<file path="src/rtl/ram_port_arbiter.sv">
// Two-requester round-robin arbiter for the write and read ports of a dual-port RAM.
// Define RAM_PORT_ARBITER_BYPASS_EN to return write-first data on same-address collisions.
module ram_port_arbiter #(
    parameter int DW = 16,
    parameter int AW = 3
) (
    input  logic            clk,
    input  logic            rst,
    input  logic [1:0]      wr_req,
    input  logic [2*AW-1:0] wr_addr,
    input  logic [2*DW-1:0] wr_data,
    output logic [1:0]      wr_gnt,
    input  logic [1:0]      rd_req,
    input  logic [2*AW-1:0] rd_addr,
    output logic [1:0]      rd_gnt,
    output logic            rd_valid,
    output logic            rd_id,
    output logic [DW-1:0]   rd_data,
    output logic            ram_we,
    output logic [AW-1:0]   ram_waddr,
    output logic [DW-1:0]   ram_wdata,
    output logic            ram_re,
    output logic [AW-1:0]   ram_raddr,
    input  logic [DW-1:0]   ram_rdata
);

    // Pointer holds the index granted last; on contention the other requester wins.
    logic wr_ptr;
    logic rd_ptr;

    function automatic logic [1:0] rr_pick(input logic [1:0] req, input logic ptr);
        case (req)
            2'b01:   return 2'b01;
            2'b10:   return 2'b10;
            2'b11:   return ptr ? 2'b01 : 2'b10;
            default: return 2'b00;
        endcase
    endfunction

    // NOTE: every output gets a default at the top so no path leaves it unassigned (no latch).
    always_comb begin
        wr_gnt    = 2'b00;
        rd_gnt    = 2'b00;
        ram_waddr = '0;
        ram_wdata = '0;
        ram_raddr = '0;
        if (rst) begin
            wr_gnt = rr_pick(wr_req, wr_ptr);
            rd_gnt = rr_pick(rd_req, rd_ptr);
        end
        if (wr_gnt[0]) begin
            ram_waddr = wr_addr[0 +: AW];
            ram_wdata = wr_data[0 +: DW];
        end else if (wr_gnt[1]) begin
            ram_waddr = wr_addr[AW +: AW];
            ram_wdata = wr_data[DW +: DW];
        end
        if (rd_gnt[0]) begin
            ram_raddr = rd_addr[0 +: AW];
        end else if (rd_gnt[1]) begin
            ram_raddr = rd_addr[AW +: AW];
        end
    end

    assign ram_we = |wr_gnt;
    assign ram_re = |rd_gnt;

    // NOTE: sequential state uses non-blocking assignments so all registers update together.
    always_ff @(posedge clk or negedge rst) begin
        if (!rst) begin
            wr_ptr   <= 1'b1;
            rd_ptr   <= 1'b1;
            rd_valid <= 1'b0;
            rd_id    <= 1'b0;
        end else begin
            if (ram_we) wr_ptr <= wr_gnt[1];
            if (ram_re) rd_ptr <= rd_gnt[1];
            rd_valid <= ram_re;
            rd_id    <= rd_gnt[1];
        end
    end

`ifdef RAM_PORT_ARBITER_BYPASS_EN
    logic          byp_flag;
    logic [DW-1:0] byp_data;
    logic          byp_hit;

    assign byp_hit = ram_we && ram_re && (ram_raddr == ram_waddr);

    always_ff @(posedge clk or negedge rst) begin
        if (!rst) begin
            byp_flag <= 1'b0;
        end else begin
            byp_flag <= byp_hit;
        end
    end

    // NOTE: the data register needs no reset; it is only observed when byp_flag is set.
    always_ff @(posedge clk) begin
        if (byp_hit) byp_data <= ram_wdata;
    end

    assign rd_data = !rd_valid ? '0 : (byp_flag ? byp_data : ram_rdata);
`else
    assign rd_data = rd_valid ? ram_rdata : '0;
`endif

endmodule

</file>
<file path="config.mk">
export PLATFORM = sky130hd
export DESIGN_NAME = ram_port_arbiter
export DESIGN_NICKNAME = d
export VERILOG_FILES = /design/src/rtl/ram_port_arbiter.sv
export SDC_FILE = /design/constraint.sdc
export NUM_CORES = 1
export LEC_CHECK = 0
export BUFFER_PORTS_ARGS = -buffer_cell sky130_fd_sc_hd__buf_2
export CAP_MARGIN = 0
export CELL_PAD_IN_SITES_DETAIL_PLACEMENT = 2
export CELL_PAD_IN_SITES_GLOBAL_PLACEMENT = 2
export CORE_MARGIN = 2
export CORE_UTILIZATION = 13
export CTS_CLUSTER_SIZE = 10
export DETAILED_ROUTE_END_ITERATION = 8
export PLACE_DENSITY_LB_ADDON = 0.25
export SYNTH_ARGS = -nofsm -noshare
export SYNTH_HDL_FRONTEND = slang
export SYNTH_SLANG_ARGS = --single-unit
</file>
<file path="constraint.sdc">
create_clock -name clk -period 2.9 [get_ports clk]
set_input_delay 0.29 -clock clk [delete_from_list [all_inputs] [get_ports clk]]
set_output_delay 0.29 -clock clk [all_outputs]
set_load 0.01 [all_outputs]
</file>
-- Word-level counts from Yosys, hierarchy flattened
Index checks and enable logic that the tools add are counted.
- register bits: 4
- input port bits: 66
- output and inout port bits: 46
- logic and storage cells: 25
- eq/ne operators: 6
- multiplexer cells: 13
- reduce and logical (&&, ||, !) cells: 2
- operators with widths (kind ; number):
    $mux W16 ; 3
    $mux W3 ; 4
    $pmux W2 S3 ; 2
    $eq A2 B2 Y1 const B ; 4
    $mux W2 ; 4
    $eq A2 B1 Y1 const B ; 2
    $reduce_or A2 Y1 ; 2

-- Logic depth before layout (Yosys ltp)
- depth after elaboration: 5
- depth in mapped cells: 4
- mapped depth without buffers: 2

-- Worst setup path after synthesis
OpenSTA, ideal clock, no wires.
- path type: flip-flop to output port
- from: register wr_ptr
- to: output port ram_waddr[2]
- data arrival time: 1112 ps
- data required time: 2610 ps
- setup slack: 1498 ps
- cell stages (with the launch flop): 4
- path buffers: 1
- path through: dfstp_2 nor2b_1 buf_6 o32ai_1
- longest elaborated chain between the ends: 5
- ends and longest elaborated chain (item ; line ; RTL):
    start, declared ; 28 ; logic wr_ptr;
    start signal, assigned ; 76 ; if (ram_we) wr_ptr <= wr_gnt[1];
    $mux W2 * ; 35 ; 2'b11: return ptr ? 2'b01 : 2'b10;
    $pmux W2 S3 * ; 32 ; case (req)
    $mux W2 * ; 47 ; if (rst) begin
    $mux W3 ; 54 ; end else if (wr_gnt[1]) begin
    $mux W3 * ; 51 ; if (wr_gnt[0]) begin
    end, declared ; 20 ; output logic [AW-1:0] ram_waddr,
Mark *: on every way between the ends. The rest lies on a longest branch, timed or not.

-- Worst setup path after layout
- from: register wr_ptr
- to: output port ram_wdata[14]
- longest elaborated chain between the ends: 5
- ends and longest elaborated chain (item ; line ; RTL):
    $mux W2 * ; 35 ;
    $pmux W2 S3 * ; 32 ;
    $mux W2 * ; 47 ;
    $mux W16 ; 54 ;
    $mux W16 * ; 51 ;
    end, declared ; 21 ; output logic [DW-1:0] ram_wdata,
Marked as above.

==> results_dict.tcl <==
set metrics [dict create \
    final_common_cell "buf_2" \
    grt_max_degree 54 \
    synth_top_family_by_area "simple AND/OR/NAND/NOR gates" \
    hold_buffers 0 \
    p_leak_nw 0.796 \
    cts_tree "yes" \
    fin_hold_ws_ns 0.212 \
    pre_cts_ws_ns 0.961 \
    cts_buffer_depth 2 \
    vias 1269 \
    grt_pass1_vias 1257 \
    drc_errors 0 \
    synthSimpleGateAreaFrac_pct 39.1 \
    root_buffer "clkbuf_8" \
    slew_viol_final 0 \
    boundaryPins 112 \
    worstPathCellList "nor2b_2 > buf_4 > o32ai_2 > buf_2" \
    clk_latency_ns 0.22 \
    cp_max_fo 12 \
    die_w_um 82.8 \
    drt_iter0_drc 27 \
    drive_gt1_share_pct 60.0 \
    antenna_found_initial 0 \
    grt_overflow 0 \
    initial_core_util_pct 13.6 \
    yosysWarnings 0 \
    gp_congestion 0.613 \
    rsz0062_at_grt "false" \
    crit_path_end "ram_wdata[14]" \
    fin_area_um2 1440 \
    synth_top_area_share_pct 21.4 \
    cts_htree_levels 1 \
    worstPathRequired_ns 2.61 \
    io_buffers 111 \
    setup_viol 0 \
    die_height_um 82.8 \
    synthXorXnorAreaFrac_pct 0 \
    syn-cell-area_um2 807 \
    holdCritPathClass "in -> async" \
    grt_pass1_wl_mm 5.77 \
    reg2reg_from "wr_ptr" \
    syn_inst 116 \
    tns_ns 0 \
    fmaxAchievable_mhz 512 \
    die_area_um2 6850 \
    synthMuxAreaShare_pct 0 \
    grt_use_total_pct 10.7 \
    dpl_cell_area_um2 1390 \
    tightestPinTransition_ns 0.912 \
    drv_cap 0 \
    area_growth_pct 77.8 \
    insertedDiodeCount 0 \
    post_cts_buffers 0 \
    yosysSeqAreaShare_pct 12.7 \
    total_power_mw 0.422 \
    r2r_cells 3 \
    critPathLaunch "wr_ptr" \
    cts_sinks 4 \
    status "finished, final reports clean" \
    path_class "reg -> out" \
    final_cell_mix "buf_2 (111), nand2_1 (46), and2_1 (16)" \
    slew_headroom_pct 39.2 \
    fill_cells 750 \
    syn_avg_cell_area_um2 6.96 \
    synth_top_cell_by_area "nand2_1" \
    final_nets 288 \
    viasPerCell 4.30 \
    synth_compound_area_share_pct 37.8 \
    final_hold_viol_count 0 \
    slowest_stage "nor2b_2" \
    cp-start-kind "register" \
    clkSlewWorstSetupHoldPaths_ns 0.03 \
    synth_cell_types 16 \
    final.min_clock_period_ns 1.95 \
    max_stage_delay_ns 0.46 \
    p_per_area_nw_per_um2 294 \
    wl_per_cell_um 13.7 \
    r2r_setup_slack_ns 1.51 \
    dr.pass1.iters 2 \
    core_um2 5960 \
    cts_buffers 3 \
    yosys.area_share.adder_pct 0 \
    skew_ns 0.00203 \
    synth_area_leaders "nand2_1 (21%), o32ai_2 (20%), o32ai_1 (13%)" \
    postRouteAntennaNets 0 \
    dp.final_hpwl_mm 3.24 \
    critical_path_arrival_ns 1.66 \
    final.setup.worst_slack_ns 0.946 \
    r2r_end "wr_ptr" \
    cts_resized 0 \
    crit_path_end_kind "primary output" \
    timing.final.crit_share_pct 67.4 \
    ys_ff_latch 4 \
    fp-row-count 28 \
    wl_mm 4.05 \
    syn-num-nets 182 \
    ir_worst_vdd_mv 0.117 \
]
[synthesized netlist by cell type]
cell type,number
buf_4,3
o32ai_2,10
a21bo_2,2
inv_2,2
nor2_1,8
inv_1,1
buf_2,4
buf_6,2
nor2b_1,2
and2_1,16
o32ai_1,12
clkbuf_1,2
nand2_1,46
dfrtp_1,2
dfstp_2,2
a22o_1,2
[stage by stage]
step / cells / utilization (%)
final: 295 / 24.1
after global routing: 295 / 24.1
after CTS: 295 / 24.1
after detailed placement: 292 / 23.4
after global placement: 292 / 23.4
after floorplan: 116 / -
[worst min path at each step]
stage,endpoint,cells after the start
after CTS,rd_id,1
after floorplan,rd_id,0
after detailed placement,rd_id,1
after global placement,rd_id,1
after global routing,rd_id,1
final,rd_id,1
[power by group]
| group | switching [mW] | total [mW] | internal (mW) |
|---|---|---|---|
| sequential | 0.00828 | 0.0760 | 0.0677 |
| combinational | 0.125 | 0.229 | 0.104 |
| clock | 0.0288 | 0.117 | 0.0885 |
[worst max-delay path: cells and delay by family (launching register included)]
family	cells	cell delay, ns
buffers and inverters	2	0.49
AO/OA/AOI/OAI	1	0.11
AND/OR/NAND/NOR	1	0.46
flip-flops	1	0.37
[state kept, by name, indices dropped and copies added, names as in the netlist]
register / count
wr_ptr: 1
rd_id: 1
rd_valid: 1
rd_ptr: 1
[routing by layer]
metal	global-route usage (%)	vias to the layer above	part of all wire, %
met4	1.97	0	0.37
met3	3.46	2	13
met2	20.1	67	51
met1	11.9	585	36
met5	0	-	0
li1	-	615	-
[logic make-up (layout without fill, tap and decap cells)]
logic type	count (synthesis)	after routing
buffers and inverters	14	118
AO/OA/AOI/OAI	26	26
AND/OR/NAND/NOR	72	72
flip-flops	4	4
[final cells by class]
cell class / count / area [um^2] / area share, %
clock buffer: 3 / 41.3 / 2.88
sequential: 4 / 103 / 7.15
multi-input combinational: 98 / 623 / 43.4
timing repair buffer: 112 / 563 / 39.2
tap: 75 / 93.8 / 6.54
inverter: 3 / 11.3 / 0.785
Power figures use the tool's default switching activity.
